### config.mk
export PLATFORM = sky130hd
export DESIGN_NAME = keypad_encoder
export DESIGN_NICKNAME = d
export VERILOG_FILES = /design/src/rtl/keypad_encoder.sv
export SDC_FILE = /design/constraint.sdc
export NUM_CORES = 1
export LEC_CHECK = 0
export CAP_MARGIN = 20
export CORE_ASPECT_RATIO = 0.6
export CORE_MARGIN = 1
export CORE_UTILIZATION = 42
export CTS_CLUSTER_DIAMETER = 50
export CTS_CLUSTER_SIZE = 8
export DETAILED_ROUTE_END_ITERATION = 10
export GPL_ROUTABILITY_DRIVEN = 0
export GPL_TIMING_DRIVEN = 0
export PLACE_DENSITY = 0.72
export SLEW_MARGIN = 20
export SYNTH_ARGS = -nofsm -noshare
export SYNTH_HDL_FRONTEND = slang
export SYNTH_SLANG_ARGS = --single-unit
export TNS_END_PERCENT = 50
### constraint.sdc
create_clock -name clk -period 4.4 [get_ports clk]
set_input_delay 0.88 -clock clk [delete_from_list [all_inputs] [get_ports clk]]
set_output_delay 0.88 -clock clk [all_outputs]
set_load 0.1 [all_outputs]
### src/rtl/keypad_encoder.sv
`default_nettype none
// ============================================================================
//  Module      : keypad_encoder
//  Description : Debounces the raw 10-line one-hot keypad, rejects multi-key
//                presses and emits a one-cycle valid strobe with a BCD digit
//                for every accepted press.
//                Optional auto-repeat while a key is held is enabled by
//                defining the macro KEYPAD_AUTOREPEAT_EN.
//  Revision    : 1.0 - initial release
// ============================================================================
module keypad_encoder #(
  parameter int DEBOUNCE_CYCLES = 4,
  parameter int REPEAT_CYCLES   = 16,
  parameter int CNT_W           = 8
) (
  input  logic       clk,
  input  logic       clear,
  input  logic [9:0] keypad,
  output logic [3:0] digit,
  output logic       valid,
  output logic       busy,
  output logic       error
);

  // Counters must be able to reach their terminal values.
  if ((DEBOUNCE_CYCLES < 1) || (REPEAT_CYCLES < 1) ||
      (DEBOUNCE_CYCLES >= (1 << CNT_W)) || (REPEAT_CYCLES >= (1 << CNT_W))) begin : g_param_check
    $error("keypad_encoder: DEBOUNCE_CYCLES/REPEAT_CYCLES out of range for CNT_W");
  end

  typedef enum logic [2:0] {
    S_IDLE     = 3'd0,
    S_DEBOUNCE = 3'd1,
    S_EMIT     = 3'd2,
    S_HOLD     = 3'd3,
    S_ERR      = 3'd4
  } state_t;

  localparam logic [CNT_W-1:0] c_deb_last = CNT_W'(DEBOUNCE_CYCLES - 1);

  state_t           r_state, w_state_nxt;
  logic [CNT_W-1:0] r_cnt,   w_cnt_nxt;
  logic [9:0]       r_key,   w_key_nxt;
  logic [3:0]       r_digit, w_digit_nxt;

  logic [3:0]       w_ones;      // number of keys currently pressed
  logic [3:0]       w_key_idx;   // BCD index of the latched key
  logic             w_single;
  logic             w_zero;
  logic             w_match;

`ifdef KEYPAD_AUTOREPEAT_EN
  localparam logic [CNT_W-1:0] c_rep_last = CNT_W'(REPEAT_CYCLES - 1);
  logic [CNT_W-1:0] r_rcnt, w_rcnt_nxt;
`endif

  // Count pressed lines so single and multi-key presses can be told apart.
  always_comb begin
    w_ones = 4'd0;
    for (int i = 0; i < 10; i++) begin
      w_ones = w_ones + {3'd0, keypad[i]};
    end
  end

  // The latched key is one-hot, so ORing the indices of set bits yields the code.
  always_comb begin
    w_key_idx = 4'd0;
    for (int i = 0; i < 10; i++) begin
      if (r_key[i]) begin
        w_key_idx = w_key_idx | 4'(i);
      end
    end
  end

  assign w_single = (w_ones == 4'd1);
  assign w_zero   = (keypad == 10'd0);
  assign w_match  = (keypad == r_key);

  // Next-state, counter and data-path decisions.
  always_comb begin
    w_state_nxt = r_state;
    w_cnt_nxt   = r_cnt;
    w_key_nxt   = r_key;
    w_digit_nxt = r_digit;
`ifdef KEYPAD_AUTOREPEAT_EN
    w_rcnt_nxt  = r_rcnt;
`endif
    case (r_state)
      S_IDLE: begin
        if (!w_zero) begin
          w_cnt_nxt = '0;
          if (w_single) begin
            w_key_nxt   = keypad;
            w_state_nxt = S_DEBOUNCE;
          end else begin
            w_state_nxt = S_ERR;
          end
        end
      end
      S_DEBOUNCE: begin
        // Any deviation from the latched key, even on the final sample, aborts.
        if (w_match) begin
          if (r_cnt == c_deb_last) begin
            w_state_nxt = S_EMIT;
            w_digit_nxt = w_key_idx;
          end else begin
            w_cnt_nxt = r_cnt + 1'b1;
          end
        end else begin
          w_state_nxt = S_IDLE;
        end
      end
      S_EMIT: begin
        w_state_nxt = S_HOLD;
        w_cnt_nxt   = '0;
`ifdef KEYPAD_AUTOREPEAT_EN
        w_rcnt_nxt  = '0;
`endif
      end
      S_HOLD: begin
        if (w_zero) begin
`ifdef KEYPAD_AUTOREPEAT_EN
          w_rcnt_nxt = '0;
`endif
          if (r_cnt == c_deb_last) begin
            w_state_nxt = S_IDLE;
          end else begin
            w_cnt_nxt = r_cnt + 1'b1;
          end
        end else if (w_match) begin
          // Key seen again: the preceding zeros were release bounce.
          w_cnt_nxt = '0;
`ifdef KEYPAD_AUTOREPEAT_EN
          if (r_rcnt == c_rep_last) begin
            w_state_nxt = S_EMIT;
            w_digit_nxt = w_key_idx;
            w_rcnt_nxt  = '0;
          end else begin
            w_rcnt_nxt = r_rcnt + 1'b1;
          end
`endif
        end else begin
          w_state_nxt = S_ERR;
          w_cnt_nxt   = '0;
        end
      end
      S_ERR: begin
        // Leave only after a full debounce window of released lines.
        if (w_zero) begin
          if (r_cnt == c_deb_last) begin
            w_state_nxt = S_IDLE;
          end else begin
            w_cnt_nxt = r_cnt + 1'b1;
          end
        end else begin
          w_cnt_nxt = '0;
        end
      end
      default: begin
        w_state_nxt = S_IDLE;
      end
    endcase
  end

  // State and data registers; clear overrides every transition.
  always_ff @(posedge clk) begin
    if (clear) begin
      r_state <= S_IDLE;
      r_cnt   <= '0;
      r_key   <= '0;
      r_digit <= '0;
`ifdef KEYPAD_AUTOREPEAT_EN
      r_rcnt  <= '0;
`endif
    end else begin
      r_state <= w_state_nxt;
      r_cnt   <= w_cnt_nxt;
      r_key   <= w_key_nxt;
      r_digit <= w_digit_nxt;
`ifdef KEYPAD_AUTOREPEAT_EN
      r_rcnt  <= w_rcnt_nxt;
`endif
    end
  end

  assign digit = r_digit;
  assign valid = (r_state == S_EMIT);
  assign error = (r_state == S_ERR);
  assign busy  = (r_state != S_IDLE);

endmodule
`default_nettype wire

==> results.sh <==
export IMPL_status="complete, no violations"
export IMPL_clock_tree_root_cell="clkbuf_8"
export IMPL_slew_headroom_pct=35.20
export IMPL_timing_critical_path_arrival_ns=4.38
export IMPL_filler_cell_count=345
export IMPL_die_outline_area_um2=4257
export IMPL_setup_tns_ns=0
export IMPL_floorplan_core_area_um2=3744
export IMPL_synthCells=194
export IMPL_synthToLayoutAreaGrowth_pct=20.22
export IMPL_track_usage_pct=18.97
export IMPL_synthesis_area_um2=1677
export IMPL_path_clk_slew_ns=0.09
export IMPL_worst_pin_slew_ns=0.9690
export IMPL_synth_seq_cells=25
export IMPL_max_freq_mhz=236.2
export IMPL_yosysWarnings=0
export IMPL_worst_hold_path_type="reg -> reg"
export IMPL_yosys_cell_types_count=48
export IMPL_wirelength_um=3743
export IMPL_worstPathMaxFanout=5
export IMPL_cts_root_to_sink_buffers=2
export IMPL_timing_max_transition_violations_final=0
export IMPL_global_route_wire_length_before_repair_um=6417
export IMPL_share_of_layout_cells_above_drive_strength_1_pct=17.35
export IMPL_fp_dieW_um=83.57
export IMPL_hold_violations=0
export IMPL_insertedDiodeCount=0
export IMPL_grt_pass1_vias=1335
export IMPL_post_synth_edffs=0
export IMPL_detailed_place_hpwl_um=2932
export IMPL_synth_flop_cell="dfxtp_1"
export IMPL_critPathKind="in -> reg"
export IMPL_grt_start_max_net_pins=15
export IMPL_setup_violations_final=0
export IMPL_post_route_drc_count=0
export IMPL_drt_antenna_violating_nets=0
export IMPL_initial_utilization_pct=44.79
export IMPL_worstSkewPairLatency_ns=0.27
export IMPL_cts_sink_count=25
export IMPL_cap_viol_max_count=0
export IMPL_wl_per_cell_um=14.07
export IMPL_total_cell_area_at_the_placement_stage_um2=1916
export IMPL_ys_async_sr_fraction_pct=0
export IMPL_holdWs_ns=0.4912
export IMPL_skew_ns=0.007928
export IMPL_period_share_pct=96.21
export IMPL_cts_tree="yes"
export IMPL_synthesis_area_per_instance_um2=8.642
export IMPL_vias=1443
export IMPL_utilization_pct=53.84
export IMPL_final_nets=242
export IMPL_synth_nets=216
export IMPL_peakVddDrop_mv=0.4368
export IMPL_design_area_um2=2016
export IMPL_grt_overflow_total=0
export IMPL_detail_route_iter0_violations=155
export IMPL_floorplan_io_pins=19
export IMPL_cp_end_kind="flop"
export IMPL_placement_rows=17
export IMPL_drt_first_pass_iters=4
export IMPL_critical_path_startpoint_type="primary input"
export IMPL_cellPowerDensity_nw_per_um2=486.7
export IMPL_cts_inserted_buffers=3
export IMPL_synth_yosys_seq_area_share_pct=29.85
export IMPL_cp_data_required_time_ns=4.54
export IMPL_antenna_found_initial=0
export IMPL_io_buffers=18
export IMPL_p_leak_uw=0.0007327
export IMPL_finalWorstPathRequiredPeriod_ns=4.233
export IMPL_h_tree_depth=1
export IMPL_vias_per_cell=5.425
export IMPL_dieHeight_um=50.94
cell usage after synthesis (2+ instances only):
cell      instances  share of area (%)
a211oi_1          7                3.1
a21oi_1           5                1.5
and2_1            3                1.1
and3_1            2               0.75
buf_2             2               0.60
buf_6             2                1.3
clkbuf_1          4               0.90
dfxtp_1          25                 30
fa_1              6                7.2
ha_1              4                3.0
inv_1            15                3.4
mux2i_1          11                6.6
nand2_1           8                1.8
nand2b_1          3                1.1
nand3_1           5                1.5
nand4_1           3                1.1
nor2_1           25                5.6
nor2b_1           2               0.75
nor3_1            6                1.8
nor3b_1           2               0.90
nor4_1            4                1.5
o21ai_0           8                2.4
o31ai_1           6                2.7
or3_1             2               0.75
or3b_2            2                1.0
xnor2_1          10                5.2
metal layers:
| metal | GRT usage [%] | up-vias | wire length [um] |
|---|---|---|---|
| met2 | 26.83 | 50 | 1440 |
| met3 | 4.039 | 2 | 297 |
| met4 | 3.390 | 0 | 22 |
| met1 | 29.32 | 655 | 1983 |
| met5 | 0 | - | 0 |
| li1 | - | 736 | - |
worst paths after layout:
kind                                              end  slack [ns]  depth (start not counted)                   from
worst max-delay path            r_key[9]$_SDFFE_PP0P_        0.17                         15              keypad[7]
worst min-delay path            r_cnt[7]$_SDFFE_PP0P_        0.49                          1  r_cnt[7]$_SDFFE_PP0P_
worst max register to register  digit[2]$_SDFFE_PP0P_        2.08                          8  r_cnt[0]$_SDFFE_PP0P_
worst min register to register  r_cnt[7]$_SDFFE_PP0P_        0.49                          1  r_cnt[7]$_SDFFE_PP0P_
layout by cell type, fill, tap and decap left out, types with 6 or more instances in the layout:
master	instances
dfxtp_1	25
nor2_1	24
inv_1	12
clkdlybuf4s50_1	12
mux2i_1	11
xnor2_1	10
nand2_1	8
o21ai_0	8
a211oi_1	7
buf_4	6
o31ai_1	6
critical path, cell delays in order:
cell and delay (ns):
buf_4 0.13, fa_1 0.48, fa_1 0.53, inv_2 0.04, fa_1 0.47, inv_2 0.08
ha_4 0.13, inv_2 0.04, fa_2 0.42, a2111oi_4 0.33, o211ai_1 0.20, nor3_2 0.19
buf_4 0.20, mux2i_1 0.19, nor2_1 0.05
timing repair:
item,4_1_cts,5_1_grt
resized for setup,24,20
setup endpoints to repair,12,12
pin swaps,4,10
buffers inserted,1,1
cloned,1,0
hold buffers,0,0
report_power, final:
group	internal, uW	switching (uW)
clock network	63.4	74.4
registers	255	34.7
logic	213	340
total	532	449
registers in the layout (all words and copies together) (netlist names):
name / count
digit: 4
r_cnt: 8
r_key: 10
r_state: 3
through the flow:
step | setup WS (ns) | cells | total power [uW]
6_report | 0.1666 | 266 | 981.0
3_3_place_gp | -0.7358 | 259 | 779.0
4_1_cts | 0.00004441 | 265 | 952.2
5_1_grt | -0.01540 | 266 | 1039
3_5_place_dp | -0.7730 | 259 | 790.2
2_1_floorplan | 0.1832 | 194 | 672.5
cells by family (layout without fill, tap and decap cells):
group	Yosys count	in the layout	synth area share, %
buf+inv	24	49	6.641
compound gates	38	38	16.79
flops	25	25	29.85
mux	11	11	6.567
fa+ha+maj	10	10	10.15
simple gates	75	75	24.25
xor+xnor	11	11	5.746
final cells by class:
cell class	instances	area (um^2)	share of cell area [%]
well taps	47	58.81	2.917
flip-flops and latches	25	500.5	24.83
inverters	15	56.30	2.793
clock inverters	1	5.005	0.2483
multi-input cells	145	1115	55.31
plain buffers	9	57.56	2.855
repair buffers	21	181.4	9.001
clock buffers	3	41.29	2.048
Power figures use the tool's default switching activity.
